**src/rtl/fifo_wr_packer_if.sv**
```systemverilog
// Byte-stream input and FIFO write-port signals of the write-side packer.
// master is the packer's view; slave is the source/FIFO side.
interface fifo_wr_packer_if;
    logic [7:0]  s_data;
    logic        s_valid;
    logic        s_last;
    logic        s_ready;
    logic        fifo_wr_en;
    logic [15:0] fifo_din;
    logic        fifo_full;

    modport master (
        input  s_data, s_valid, s_last, fifo_full,
        output s_ready, fifo_wr_en, fifo_din
    );

    modport slave (
        output s_data, s_valid, s_last, fifo_full,
        input  s_ready, fifo_wr_en, fifo_din
    );
endinterface

```
**src/rtl/fifo_wr_packer.sv**
```systemverilog
// Packs an 8-bit byte stream into 16-bit FIFO words, pads odd packets and
// optionally appends a {tag, length} trailer word after every packet.
//
//   state | meaning
//   S_LO  | waiting for the high byte of a word
//   S_HI  | waiting for the low byte of a word
//   S_WR  | data word pending for the FIFO
//   S_TRL | trailer word pending for the FIFO
module fifo_wr_packer #(
    parameter logic [7:0] PAD_BYTE    = 8'h00,
    parameter bit         TRAILER_EN  = 1'b1,
    parameter logic [7:0] TRAILER_TAG = 8'hA5,
    parameter int         CNT_WIDTH   = 16
) (
    input  logic                 wr_clk,
    input  logic                 rst_n,
    fifo_wr_packer_if.master     bus,
    output logic [CNT_WIDTH-1:0] pkt_cnt,
    output logic                 busy
);

    typedef enum logic [1:0] {S_LO, S_HI, S_WR, S_TRL} state_t;

    state_t               state_q, state_d;
    logic [15:0]          word_q, word_d;
    logic [15:0]          din_q;
    logic                 last_q, last_d;
    logic [7:0]           len_q, len_d;
    logic                 gap_q;
    logic [CNT_WIDTH-1:0] cnt_d;
    logic                 xfer;

    assign bus.s_ready    = rst_n & ((state_q == S_LO) | (state_q == S_HI));
    assign xfer           = bus.s_valid & bus.s_ready;
    // gap_q forbids back-to-back writes, absorbing the stale full flag
    assign bus.fifo_wr_en = ((state_q == S_WR) | (state_q == S_TRL)) & ~bus.fifo_full & ~gap_q;
    assign busy           = (state_q != S_LO) | (len_q != 8'd0);

    always_comb begin
        bus.fifo_din = din_q;
        case (state_q)
            S_WR:    bus.fifo_din = word_q;
            S_TRL:   bus.fifo_din = {TRAILER_TAG, len_q};
            default: bus.fifo_din = din_q;
        endcase
    end

    always_comb begin
        state_d = state_q;
        word_d  = word_q;
        last_d  = last_q;
        len_d   = len_q;
        cnt_d   = pkt_cnt;
        case (state_q)
            S_LO: begin
                if (xfer) begin
                    word_d[15:8] = bus.s_data;
                    len_d        = len_q + 8'd1;
                    if (bus.s_last) begin
                        word_d[7:0] = PAD_BYTE;
                        last_d      = 1'b1;
                        state_d     = S_WR;
                    end else begin
                        state_d = S_HI;
                    end
                end
            end
            S_HI: begin
                if (xfer) begin
                    word_d[7:0] = bus.s_data;
                    len_d       = len_q + 8'd1;
                    last_d      = bus.s_last;
                    state_d     = S_WR;
                end
            end
            S_WR: begin
                if (bus.fifo_wr_en) begin
                    if (!last_q) begin
                        state_d = S_LO;
                    end else if (TRAILER_EN) begin
                        state_d = S_TRL;
                    end else begin
                        cnt_d   = pkt_cnt + CNT_WIDTH'(1);
                        len_d   = 8'd0;
                        last_d  = 1'b0;
                        state_d = S_LO;
                    end
                end
            end
            S_TRL: begin
                if (bus.fifo_wr_en) begin
                    cnt_d   = pkt_cnt + CNT_WIDTH'(1);
                    len_d   = 8'd0;
                    last_d  = 1'b0;
                    state_d = S_LO;
                end
            end
            default: state_d = S_LO;
        endcase
    end

    always_ff @(posedge wr_clk or negedge rst_n) begin
        if (!rst_n) begin
            state_q <= S_LO;
            word_q  <= 16'd0;
            din_q   <= 16'd0;
            last_q  <= 1'b0;
            len_q   <= 8'd0;
            gap_q   <= 1'b0;
            pkt_cnt <= '0;
        end else begin
            state_q <= state_d;
            word_q  <= word_d;
            din_q   <= bus.fifo_din;
            last_q  <= last_d;
            len_q   <= len_d;
            gap_q   <= bus.fifo_wr_en;
            pkt_cnt <= cnt_d;
        end
    end

endmodule
```
**src/flat_wrapper.sv**
```systemverilog
// flat-port wrapper written by rule: the top's interface ports become plain ports
module fifo_wr_packer_flat 
#(
    parameter logic [7:0] PAD_BYTE    = 8'h00,
    parameter bit         TRAILER_EN  = 1'b1,
    parameter logic [7:0] TRAILER_TAG = 8'hA5,
    parameter int         CNT_WIDTH   = 16
)
  (wr_clk, rst_n, pkt_cnt, busy, bus_s_data, bus_s_valid, bus_s_last, bus_fifo_full, bus_s_ready, bus_fifo_wr_en, bus_fifo_din);
  fifo_wr_packer_if bus_i ();
  input  logic wr_clk;
  input  logic rst_n;
  output logic [CNT_WIDTH-1:0] pkt_cnt;
  output logic busy;
  input wire logic [$bits(bus_i.s_data)-1:0] bus_s_data;
  input wire logic [$bits(bus_i.s_valid)-1:0] bus_s_valid;
  input wire logic [$bits(bus_i.s_last)-1:0] bus_s_last;
  input wire logic [$bits(bus_i.fifo_full)-1:0] bus_fifo_full;
  output wire logic [$bits(bus_i.s_ready)-1:0] bus_s_ready;
  output wire logic [$bits(bus_i.fifo_wr_en)-1:0] bus_fifo_wr_en;
  output wire logic [$bits(bus_i.fifo_din)-1:0] bus_fifo_din;
  assign bus_i.s_data = bus_s_data;
  assign bus_i.s_valid = bus_s_valid;
  assign bus_i.s_last = bus_s_last;
  assign bus_i.fifo_full = bus_fifo_full;
  assign bus_s_ready = bus_i.s_ready;
  assign bus_fifo_wr_en = bus_i.fifo_wr_en;
  assign bus_fifo_din = bus_i.fifo_din;
  fifo_wr_packer #(.PAD_BYTE(PAD_BYTE), .TRAILER_EN(TRAILER_EN), .TRAILER_TAG(TRAILER_TAG), .CNT_WIDTH(CNT_WIDTH)) u_core (.wr_clk(wr_clk), .rst_n(rst_n), .bus(bus_i), .pkt_cnt(pkt_cnt), .busy(busy));
endmodule
```
**config.mk**
```make
export PLATFORM = sky130hd
export DESIGN_NAME = fifo_wr_packer_flat
export DESIGN_NICKNAME = d
export VERILOG_FILES = /design/src/rtl/fifo_wr_packer_if.sv /design/src/rtl/fifo_wr_packer.sv /design/src/flat_wrapper.sv
export SDC_FILE = /design/constraint.sdc
export NUM_CORES = 1
export LEC_CHECK = 0
export ABC_AREA = 0
export ABC_CLOCK_PERIOD_IN_PS = 1600
export CORE_ASPECT_RATIO = 0.7
export CORE_MARGIN = 5
export CORE_UTILIZATION = 47
export DETAILED_ROUTE_END_ITERATION = 8
export GPL_ROUTABILITY_DRIVEN = 0
export GPL_TIMING_DRIVEN = 0
export PLACE_DENSITY = 0.76
export SETUP_SLACK_MARGIN = 0.15
export SLEW_MARGIN = 10
export SYNTH_ARGS = -nofsm -noshare
export SYNTH_HDL_FRONTEND = slang
export SYNTH_SLANG_ARGS = --single-unit
```
**constraint.sdc**
```tcl
create_clock -name wr_clk -period 1.6 [get_ports wr_clk]
set_input_delay 0.4 -clock wr_clk [delete_from_list [all_inputs] [get_ports wr_clk]]
set_output_delay 0.4 -clock wr_clk [all_outputs]
set_load 0.01 [all_outputs]
```
# After elaboration in Yosys (flattened, before gate mapping)
# Cells that the tools add are included.
# word_totals
regBits,60
output_inout_bits,35
wordCells,62
# classes
n_addsub,2
n_eq_ne,9
mux,22
bitwise_logic,10
reduce_logical,11
# op_table
op,n
$mux 8,5
$pmux 16 s2,1
$pmux 8 s2,2
$add 16x1->16 const B,1
$mux 2,6
$ne 2x1->1 const B,5
$add 8x1->8 const B,1
$pmux 2 s4,1
$reduce_and 4->1,2
$reduce_bool 8->1,1
$mux 1,6
$reduce_and 5->1,1
$and 1x1->1,4
$eq 2x2->1 const B,2
$pmux 1 s4,1
$reduce_and 2->1,2
$reduce_bool 2->1,2
$not 1->1,3
$or 1x1->1,3
$reduce_and 3->1,1
$eq 2x1->1 const B,1
$logic_not 2->1,1
$ne 2x2->1 const B,1
$reduce_or 2->1,1

# Logic depth before layout (Yosys ltp)
# Gate-level depths: netlist (run 1).
# depth
ltp_word,6
mapped_depth,6

# Worst setup path before layout (run 1)
# No wires, ideal clock.
# synth_path
path_type,flip-flop to output port
start,register u_core.state_q[1]
end,output port bus_fifo_din[2]
t_arrival_ns,1.324
slack_ns,-0.124
stages_incl_launch_ff,5
path_buffers,2
cell_sequence,dfrtp_1 clkbuf_1 clkbuf_1 nor2_1 a21oi_1
# synth_via
elab_chain_len,2
elab_cells_between_ends,3
# synth_lines
element,line,source
from (decl),fifo_wr_packer.sv:24,"state_t state_q, state_d;"
from (signal assigned),fifo_wr_packer.sv:112,state_q <= state_d;
$eq 2x2->1,fifo_wr_packer.sv:41,case (state_q)
$pmux 16 s2 *,fifo_wr_packer.sv:41,
to (decl),flat_wrapper.sv:21,output wire logic [$bits(bus_i.fifo_din)-1:0] bus_fifo_din;
# Every way passes the cells marked *; elsewhere a longest branch is shown, timed or not.

# Worst setup path after layout (run 1)
# layout_path
start,register u_core.state_q[0]
end,output port bus_fifo_din[14]
# The elaborated chain is that of the path after synthesis.

==> flow_metrics.env, run 1 <==
export IMPL_dr_pass1_iters=5
export IMPL_hpwl_um=3859
export IMPL_cts_sinks=60
export IMPL_power_density_nw_per_um2=1781
export IMPL_async_reset_ff_frac=1.000
export IMPL_fin_nets=367
export IMPL_ys_flop_type="dfrtp_1"
export IMPL_path_max_fanout=5
export IMPL_slew_headroom=0.7858
export IMPL_synthSimpleGateAreaFrac=0.1734
export IMPL_clk_latency_ps=340
export IMPL_vias=2422
export IMPL_drtIter0Drc=210
export IMPL_grt_max_degree=63
export IMPL_finalClockSkew_ps=10.32
export IMPL_synth_nets=253
export IMPL_ys_ff_latch=60
export IMPL_avgSynthCellArea_um2=10.96
export IMPL_syn2layout_area_growth_pct=64.88
export IMPL_worst_ep_arrival_time_ps=1520
export IMPL_setup_violations=53
export IMPL_io_buffers=47
export IMPL_fmax_mhz=521.6
export IMPL_rrSetupSlack_ps=-160
export IMPL_final_cells=428
export IMPL_critical_path_class="reg -> out"
export IMPL_fp_dieH_um=72.20
export IMPL_synthAdderAreaFrac=0.01445
export IMPL_synthTopCellsByArea="dfrtp_1, nand2_1, xor2_1, mux2_2, nor2_1"
export IMPL_die_x_um=98.86
export IMPL_synth_warnings=0
export IMPL_synth_compound_area_frac=0.06985
export IMPL_synth_top_family_by_area="simple AND/OR/NAND/NOR gates"
export IMPL_violations="negative hold slack, negative setup slack"
export IMPL_drive_gt1_frac=0.4888
export IMPL_muxShareOfSynthArea=0.06551
export IMPL_status="complete, but fails checks"
export IMPL_synth_edf_count=0
export IMPL_cts_root_buffer="clkbuf_8"
export IMPL_rsz0062_at_grt="yes"
export IMPL_r2r_start="u_core.state_q[1]"
export IMPL_grt_pass1_wl_um=10870
export IMPL_hold_viol=60
export IMPL_wl_um=8451
export IMPL_cts_buffers=9
export IMPL_rows=22
export IMPL_synth_top_cell_by_area="dfrtp_1"
export IMPL_totalPowerFinal_mw=7.626
export IMPL_antenna_found_initial=0
export IMPL_coreArea_um2=5313
export IMPL_grt_usage=0.1951
export IMPL_route_detailed_drc=0
export IMPL_fillers=255
export IMPL_cp_cell_sequence="buf_6 -> buf_4 -> nor2b_4 -> nand2_1 -> o21ai_2 -> buf_2"
export IMPL_htree_levels=3
export IMPL_ant_nets=0
export IMPL_pin_count=48
export IMPL_viasPerCell=5.659
export IMPL_cts_clk_slew_worst_paths_ps=70
export IMPL_tritoncts="done"
export IMPL_worstPathRequired_ps=1200
export IMPL_synth_distinct_cells=33
export IMPL_cp_slowest_stage_delay_ps=390
export IMPL_grt_overflow=0
export IMPL_post_route_period_util=1.198
export IMPL_total_leakage_power_nw=2.068
export IMPL_hp_class="in -> async"
export IMPL_whs_ps=-57.66
export IMPL_syn_area_um2=2597
export IMPL_netlist_instances=237
export IMPL_end_kind="output port"
export IMPL_diodes=0
export IMPL_routedWlPerCell_um=19.75
export IMPL_grt_pass1_vias=2138
export IMPL_setup_ws_ps=-317.2
export IMPL_die_area_um2=7137
export IMPL_dp_cells=356
export IMPL_crit_path_start_kind="flop"
export IMPL_clockBufferDepth=2
export IMPL_synth_xor_area_frac=0.07081
export IMPL_fin_setup_tns_ps=-7401
export IMPL_seq_area_frac_synth=0.5780
export IMPL_slowest_stage="dfrtp_1"
export IMPL_finalCriticalPeriod_ps=1917
export IMPL_maxCapViolations=0
export IMPL_peakVddDrop_uv=1365
export IMPL_cp_startpoint="u_core.state_q[0]"
export IMPL_dp_slack_ps=-771.1
export IMPL_worst_slew_pin_slew_ps=321.3
export IMPL_synth_top_area_share=0.5780
export IMPL_initial_core_util=0.4889
export IMPL_maxSlewViolCount=0
-- final timing paths --
check | endpoint | cells after the start
worst max-delay path | bus_fifo_din[14] | 6
worst min-delay path | u_core.word_q[13] | 1
worst max register to register | u_core.pkt_cnt[15] | 7
worst min register to register | u_core.pkt_cnt[15] | 1
max in group asynchronous | u_core.pkt_cnt[13] | 1
min in group wr_clk | u_core.pkt_cnt[15] | 1
-- repair_timing --
item	4_1_cts	5_1_grt
setup buffers	30	21
gates resized for setup	160	66
gates cloned	2	3
hold endpoints to repair	60	60
pin swaps	30	23
setup endpoints to repair	72	68
-- critical path, delay by kind of cell, from the launching register on --
kind / cells / cell delay [ps]
buffers and inverters: 3 / 450
flip-flops: 1 / 390
AND/OR/NAND/NOR: 2 / 250
AO/OA/AOI/OAI: 1 / 90
-- placed cells by master, fill, tap and decap left out, types with 6 or more instances in the layout --
master           netlist  final
dfrtp_1               60     59
buf_4                  0     38
nand2_1               34     21
buf_2                  4     17
buf_6                  0     15
xor2_1                14     13
nor2_1                22     11
clkbuf_8               0     11
nand2_2                0     10
clkdlybuf4s50_1        0     10
inv_1                  9      9
dlygate4sd2_1          0      9
o21ai_2                0      8
nor2_4                 0      8
nand4_1                8      8
mux2_4                 0      8
a21oi_2                0      7
clkdlybuf4s15_1        0      7
o21ai_1                1      6
-- synthesized netlist by cell type (5+ instances only) --
library cell / count
nand4_1: 8
mux2_2: 8
nor2_1: 22
and3_1: 5
inv_1: 9
o21ai_0: 15
xnor2_1: 7
xor2_1: 14
a21oi_1: 8
nand2_1: 34
dfrtp_1: 60
mux2i_1: 8
-- final cells by class --
| type | count | area (um^2) | share of cell area |
|---|---|---|---|
| flip-flops and latches | 60 | 1503 | 0.3509 |
| multi-input cells | 159 | 1378 | 0.3216 |
| repair buffers | 103 | 940.9 | 0.2197 |
| clock buffers | 12 | 155.1 | 0.03623 |
| plain buffers | 9 | 135.1 | 0.03155 |
| well taps | 72 | 90.09 | 0.02103 |
| clock inverters | 4 | 47.55 | 0.01110 |
| inverters | 9 | 33.78 | 0.007888 |
-- registers in the layout (all words and copies together) (netlist names) --
register and flops:
u_core.len_q 8, u_core.state_q 2, u_core.din_q 16, u_core.word_q 16, u_core.gap_q 1, u_core.pkt_cnt 16, u_core.last_q 1
-- kinds of logic (layout without fill, tap and decap cells) --
logic type,after synthesis,in the layout
compound gates,31,31
xor+xnor,21,21
fa+ha+maj,3,3
buf+inv,18,137
flops,60,60
mux,16,16
simple gates,88,88
-- per-stage QoR --
stage                     instance area [um^2]  utilization
after floorplan                           2654            -
after global placement                    3214       0.6050
after detailed placement                  3212       0.6046
after CTS                                 3857       0.7261
after global routing                      4283       0.8062
final                                     4283       0.8062
-- metal layers --
metal | up-vias | part of all wire | global-route usage
li1 | 1037 | - | -
met1 | 1219 | 0.41 | 0.2692
met2 | 142 | 0.48 | 0.2991
met3 | 24 | 0.078 | 0.05956
met4 | 0 | 0.025 | 0.05909
met5 | - | 0 | 0
-- where the power goes --
part | internal [mW] | switching [mW]
sequential | 2.02 | 0.397
combinational | 2.05 | 1.76
clock | 0.800 | 0.596
Note: power is estimated with default switching activity, not from simulation.
==> inputs of run 2 (changes only) <==
--- a/config.mk
+++ b/config.mk
@@ -14,7 +14,7 @@
 export GPL_ROUTABILITY_DRIVEN = 0
 export GPL_TIMING_DRIVEN = 0
 export PLACE_DENSITY = 0.76
-export SETUP_SLACK_MARGIN = 0.15
+export SETUP_SLACK_MARGIN = 0.2
 export SLEW_MARGIN = 10
 export SYNTH_ARGS = -nofsm -noshare
 export SYNTH_HDL_FRONTEND = slang
==> flow_metrics.env, run 2 (synthesized netlist as in run 1, its figures left out) <==
export IMPL_clockBufferDepth=2
export IMPL_p_sw_mw=2.937
export IMPL_routedWlPerCell_um=20.14
export IMPL_peakVddDrop_uv=1269
export IMPL_fp_dieH_um=72.20
export IMPL_total_leakage_power_nw=1.963
export IMPL_hpwl_um=3860
export IMPL_post_route_period_util=1.224
export IMPL_ant_nets=0
export IMPL_finalClockSkew_ps=7.388
export IMPL_io_buffers=47
export IMPL_grt_usage=0.2167
export IMPL_slowest_stage="dfrtp_1"
export IMPL_cp_slowest_stage_delay_ps=400
export IMPL_hold_viol=60
export IMPL_seq_power_share=0.315
export IMPL_cts_sinks=60
export IMPL_critical_path_class="reg -> out"
export IMPL_setup_ws_ps=-358.3
export IMPL_maxCapViolations=0
export IMPL_fin_nets=363
export IMPL_power_density_nw_per_um2=1849
export IMPL_grt_pass1_vias=2363
export IMPL_dr_pass1_iters=4
export IMPL_grt_max_degree=63
export IMPL_initial_core_util=0.4889
export IMPL_internal_power_mw=4.874
export IMPL_comb_power_share=0.538
export IMPL_route_detailed_drc=0
export IMPL_r2r_start="u_core.state_q[1]"
export IMPL_worstPathRequired_ps=1200
export IMPL_clk_latency_ps=330
export IMPL_wl_um=8499
export IMPL_vias=2356
export IMPL_grt_pass1_wl_um=11990
export IMPL_cp_cell_sequence="buf_6 -> buf_12 -> nor2b_4 -> nand2_1 -> o21ai_2 -> buf_2"
export IMPL_violations="negative hold slack, negative setup slack"
export IMPL_fmax_mhz=510.6
export IMPL_fin_setup_tns_ps=-7913
export IMPL_totalPowerFinal_mw=7.811
export IMPL_pin_count=48
export IMPL_cp_startpoint="u_core.state_q[0]"
export IMPL_antenna_found_initial=0
export IMPL_path_max_fanout=5
export IMPL_tritoncts="done"
export IMPL_status="complete, but fails checks"
export IMPL_worst_ep_arrival_time_ps=1560
export IMPL_grt_overflow=0
export IMPL_worst_slew_pin_slew_ps=335.3
export IMPL_crit_path_start_kind="flop"
export IMPL_end_kind="output port"
export IMPL_drive_gt1_frac=0.4686
export IMPL_drtIter0Drc=193
export IMPL_cts_buffers=9
export IMPL_coreArea_um2=5313
export IMPL_diodes=0
export IMPL_die_area_um2=7137
export IMPL_slew_headroom=0.7758
export IMPL_whs_ps=-58.94
export IMPL_mostFrequentLayoutCells="dfrtp_1, buf_4, nand2_1, buf_6"
export IMPL_p_sw_frac=0.3760
export IMPL_htree_levels=3
export IMPL_die_x_um=98.86
export IMPL_rows=22
export IMPL_rsz0062_at_grt="yes"
export IMPL_fillers=273
export IMPL_final_common_cell="dfrtp_1"
export IMPL_viasPerCell=5.583
export IMPL_finalCriticalPeriod_ps=1958
export IMPL_cts_clk_slew_worst_paths_ps=70
export IMPL_top_regs="u_core.din_q: 16 flops, u_core.pkt_cnt: 16 flops, u_core.word_q: 16 flops"
export IMPL_cts_root_buffer="clkbuf_8"
export IMPL_setup_violations=43
export IMPL_clockPowerShare=0.147
export IMPL_final_cells=422
export IMPL_maxSlewViolCount=0
export IMPL_syn2layout_area_growth_pct=62.67
export IMPL_hp_class="in -> async"
export IMPL_dp_cells=356
==> run 2: worst paths after layout <==
kind / slack (ps) / end / depth (start not counted)
min reg2reg: 470 / u_core.pkt_cnt[15] / 1
min: -60 / u_core.din_q[12] / 1
max in group asynchronous: 1370 / u_core.state_q[1] / 1
max reg2reg: -270 / u_core.pkt_cnt[13] / 8
min in group wr_clk: 470 / u_core.pkt_cnt[15] / 1
max: -360 / bus_fifo_din[11] / 6
==> run 2: through the flow <==
stage	cell area (um^2)	worst slack, ps	utilization
after floorplan	2684	160.0	-
after global placement	3244	-2707	0.6107
after detailed placement	3242	-716.0	0.6102
after CTS	3950	-274.2	0.7435
after global routing	4225	-375.3	0.7953
final	4225	-358.3	0.7953
==> run 2: what timing repair did <==
| action | 4_1_cts | 5_1_grt |
|---|---|---|
| resized for setup | 188 | 51 |
| setup buffers | 34 | 13 |
| gates cloned | 4 | 1 |
| pin swaps | 17 | 16 |
| endpoints found under the setup margin | 72 | 74 |
| endpoints found under the hold margin | 60 | 60 |
==> run 2: per-layer routing <==
| metal | GRT usage | share of wire |
|---|---|---|
| met1 | 0.2787 | 0.41 |
| met2 | 0.3408 | 0.50 |
| met3 | 0.07973 | 0.069 |
| met4 | 0.07576 | 0.014 |
| met5 | 0 | 0 |
==> run 2: power by group through the flow <==
stage	clock network (mW)	logic, mW	registers [mW]
after detailed placement	0	2.53	2.37
after CTS	1.15	3.39	2.36
final	1.15	4.20	2.46
after floorplan	0	1.49	2.30
after global routing	1.24	4.44	2.50
after global placement	0	2.48	2.35
==> run 2: area by class of cell <==
cell class | instances | area (um^2) | area share
buffer | 9 | 147.6 | 0.03494
clock buffer | 11 | 141.4 | 0.03346
clock inverter | 3 | 15.01 | 0.003553
inverter | 9 | 33.78 | 0.007995
multi-input combinational | 159 | 1416 | 0.3352
sequential | 60 | 1503 | 0.3556
tap | 72 | 90.09 | 0.02132
timing repair buffer | 99 | 878.3 | 0.2079
==> run 2: worst max-delay path: cells and delay by family, from the launching register on <==
kind | cells | cell delay, ps
compound gates | 1 | 90
flops | 1 | 400
simple gates | 2 | 270
buf+inv | 3 | 460
==> inputs of run 3 (changes only) <==
--- a/config.mk
+++ b/config.mk
@@ -13,7 +13,7 @@
 export DETAILED_ROUTE_END_ITERATION = 8
 export GPL_ROUTABILITY_DRIVEN = 0
 export GPL_TIMING_DRIVEN = 0
-export PLACE_DENSITY = 0.76
+export PLACE_DENSITY = 0.75
 export SETUP_SLACK_MARGIN = 0.2
 export SLEW_MARGIN = 10
 export SYNTH_ARGS = -nofsm -noshare
==> flow_metrics.env, run 3 (synthesized netlist as in run 1, its figures left out) <==
export IMPL_status="complete, but fails checks"
export IMPL_violations="negative hold slack, negative setup slack"
export IMPL_placed_cell_area_um2=3242
export IMPL_reg2reg_depth=8
export IMPL_coreArea_um2=5313
export IMPL_dp_cells=356
export IMPL_initial_core_util=0.4889
export IMPL_drtIter0Drc=128
export IMPL_dp_slack_ps=-766.4
export IMPL_wl_um=8625
export IMPL_ant_nets=0
export IMPL_clk_latency_ps=340
export IMPL_slowest_stage="dfrtp_2"
export IMPL_cts_sinks=60
export IMPL_path_depth=5
export IMPL_vias=2349
export IMPL_setup_ws_ps=-306.0
export IMPL_r2r_start="u_core.state_q[0]"
export IMPL_critical_path_class="reg -> out"
export IMPL_grt_usage=0.2236
export IMPL_finalInstanceArea_um2=4192
export IMPL_end_kind="output port"
export IMPL_finalCriticalPeriod_ps=1906
export IMPL_pin_count=48
export IMPL_fillers=280
export IMPL_rows=22
export IMPL_cts_clk_slew_worst_paths_ps=60
export IMPL_path_delay_family="flip-flops"
export IMPL_r2r_end="u_core.pkt_cnt[13]"
export IMPL_rsz0062_at_grt="yes"
export IMPL_fp_dieH_um=72.20
export IMPL_cts_buffers=9
export IMPL_multi_input_area_um2=1394
export IMPL_hold_viol=60
export IMPL_whs_ps=-77.08
export IMPL_total_leakage_power_nw=1.987
export IMPL_regArea_um2=1503
export IMPL_power_density_nw_per_um2=1805
export IMPL_mostFrequentLayoutCells="dfrtp_1, buf_4, buf_6, nand2_1, buf_2"
export IMPL_drive_gt1_frac=0.4986
export IMPL_maxCapViolations=0
export IMPL_top_regs="u_core.din_q: 16 flops, u_core.pkt_cnt: 16 flops, u_core.word_q: 16 flops"
export IMPL_path_max_fanout=5
export IMPL_grt_pass1_vias=2389
export IMPL_grt_max_degree=63
export IMPL_finalClockSkew_ps=11.10
export IMPL_tritoncts="done"
export IMPL_htree_levels=3
export IMPL_crit_path_end="bus_fifo_din[9]"
export IMPL_worstPathRequired_ps=1200
export IMPL_viasPerCell=5.553
export IMPL_routedWlPerCell_um=20.39
export IMPL_peakVddDrop_uv=1324
export IMPL_cp_cell_sequence="clkbuf_8 -> nor2b_4 -> nand2_2 -> o21ai_2 -> buf_2"
export IMPL_clockBufferDepth=2
export IMPL_setup_violations=52
export IMPL_grt_pass1_wl_um=12400
export IMPL_slew_headroom=0.7524
export IMPL_final_cells=423
export IMPL_maxSlewViolCount=0
export IMPL_rrSetupSlack_ps=-210
export IMPL_fmax_mhz=524.7
export IMPL_worst_slew_pin_slew_ps=368.0
export IMPL_hpwl_um=3837
export IMPL_cp_slowest_stage_delay_ps=450
export IMPL_io_buffers=47
export IMPL_worst_path_buf_inv=2
export IMPL_die_area_um2=7137
export IMPL_post_route_period_util=1.191
export IMPL_utilization=0.7890
export IMPL_die_x_um=98.86
export IMPL_crit_path_start_kind="flop"
export IMPL_dr_pass1_iters=4
export IMPL_diodes=0
export IMPL_hp_class="in -> async"
export IMPL_cp_startpoint="u_core.state_q[1]"
export IMPL_syn2layout_area_growth_pct=61.37
export IMPL_worst_ep_arrival_time_ps=1510
export IMPL_fin_nets=365
export IMPL_fin_setup_tns_ps=-8306
export IMPL_grt_overflow=0
export IMPL_totalPowerFinal_mw=7.567
export IMPL_cts_root_buffer="clkbuf_8"
export IMPL_antenna_found_initial=0
export IMPL_route_detailed_drc=0
export IMPL_final_common_cell="dfrtp_1"
-- run 3: changes by cell type in the layout (fill, tap and decap cells not counted), sizes merged --
cell	change
clkbuf	+1
clkinv	-3
clkdlybuf4s50	-1
dlygate4sd2	+1
buf	+3
-- run 3: per-layer routing --
layer	routed length (um)	vias to the layer above	GRT usage	part of all wire
met5	0	-	0	0
met4	279	0	0.08788	0.032
met3	623	28	0.07397	0.072
met2	4119	109	0.3430	0.48
met1	3603	1187	0.2963	0.42
li1	-	1025	-	-
-- run 3: worst min-delay path by stage --
stage	start	endpoint	slack [ps]	cells past startpoint
2_1_floorplan	rst_n	u_core.din_q[0]	100	0
3_3_place_gp	u_core.pkt_cnt[15]	u_core.pkt_cnt[15]	460	1
3_5_place_dp	u_core.pkt_cnt[15]	u_core.pkt_cnt[15]	460	1
4_1_cts	rst_n	u_core.din_q[2]	-40	1
5_1_grt	rst_n	u_core.din_q[12]	-40	1
6_report	rst_n	u_core.din_q[2]	-80	1
-- run 3: what timing repair did --
item	CTS	global route
pin swaps	30	22
gates resized for setup	199	48
buffers inserted	32	16
cloned	5	1
setup endpoints to repair	72	73
hold endpoints to repair	60	60
-- run 3: worst register-to-register path, cell delays in order (launching register included) --
cell and delay [ps]:
dfrtp_1 350, buf_6 150, buf_4 120, buf_6 100, nand4bb_4 130, or3_4 490, buf_6 150, nor2_4 90
xnor2_2 140
-- run 3: power by group --
part	internal, mW	leakage (nW)	switching (mW)
Clock	0.580	0.0754	0.545
Sequential	2.02	0.762	0.429
Combinational	2.16	1.15	1.83
-- run 3: area by class of cell --
type | instances | share of cell area
Multi-Input combinational cell | 159 | 0.3325
Inverter | 9 | 0.008060
Buffer | 9 | 0.03224
Sequential cell | 60 | 0.3585
Tap cell | 72 | 0.02149
Clock buffer | 13 | 0.03552
Timing Repair Buffer | 101 | 0.2116
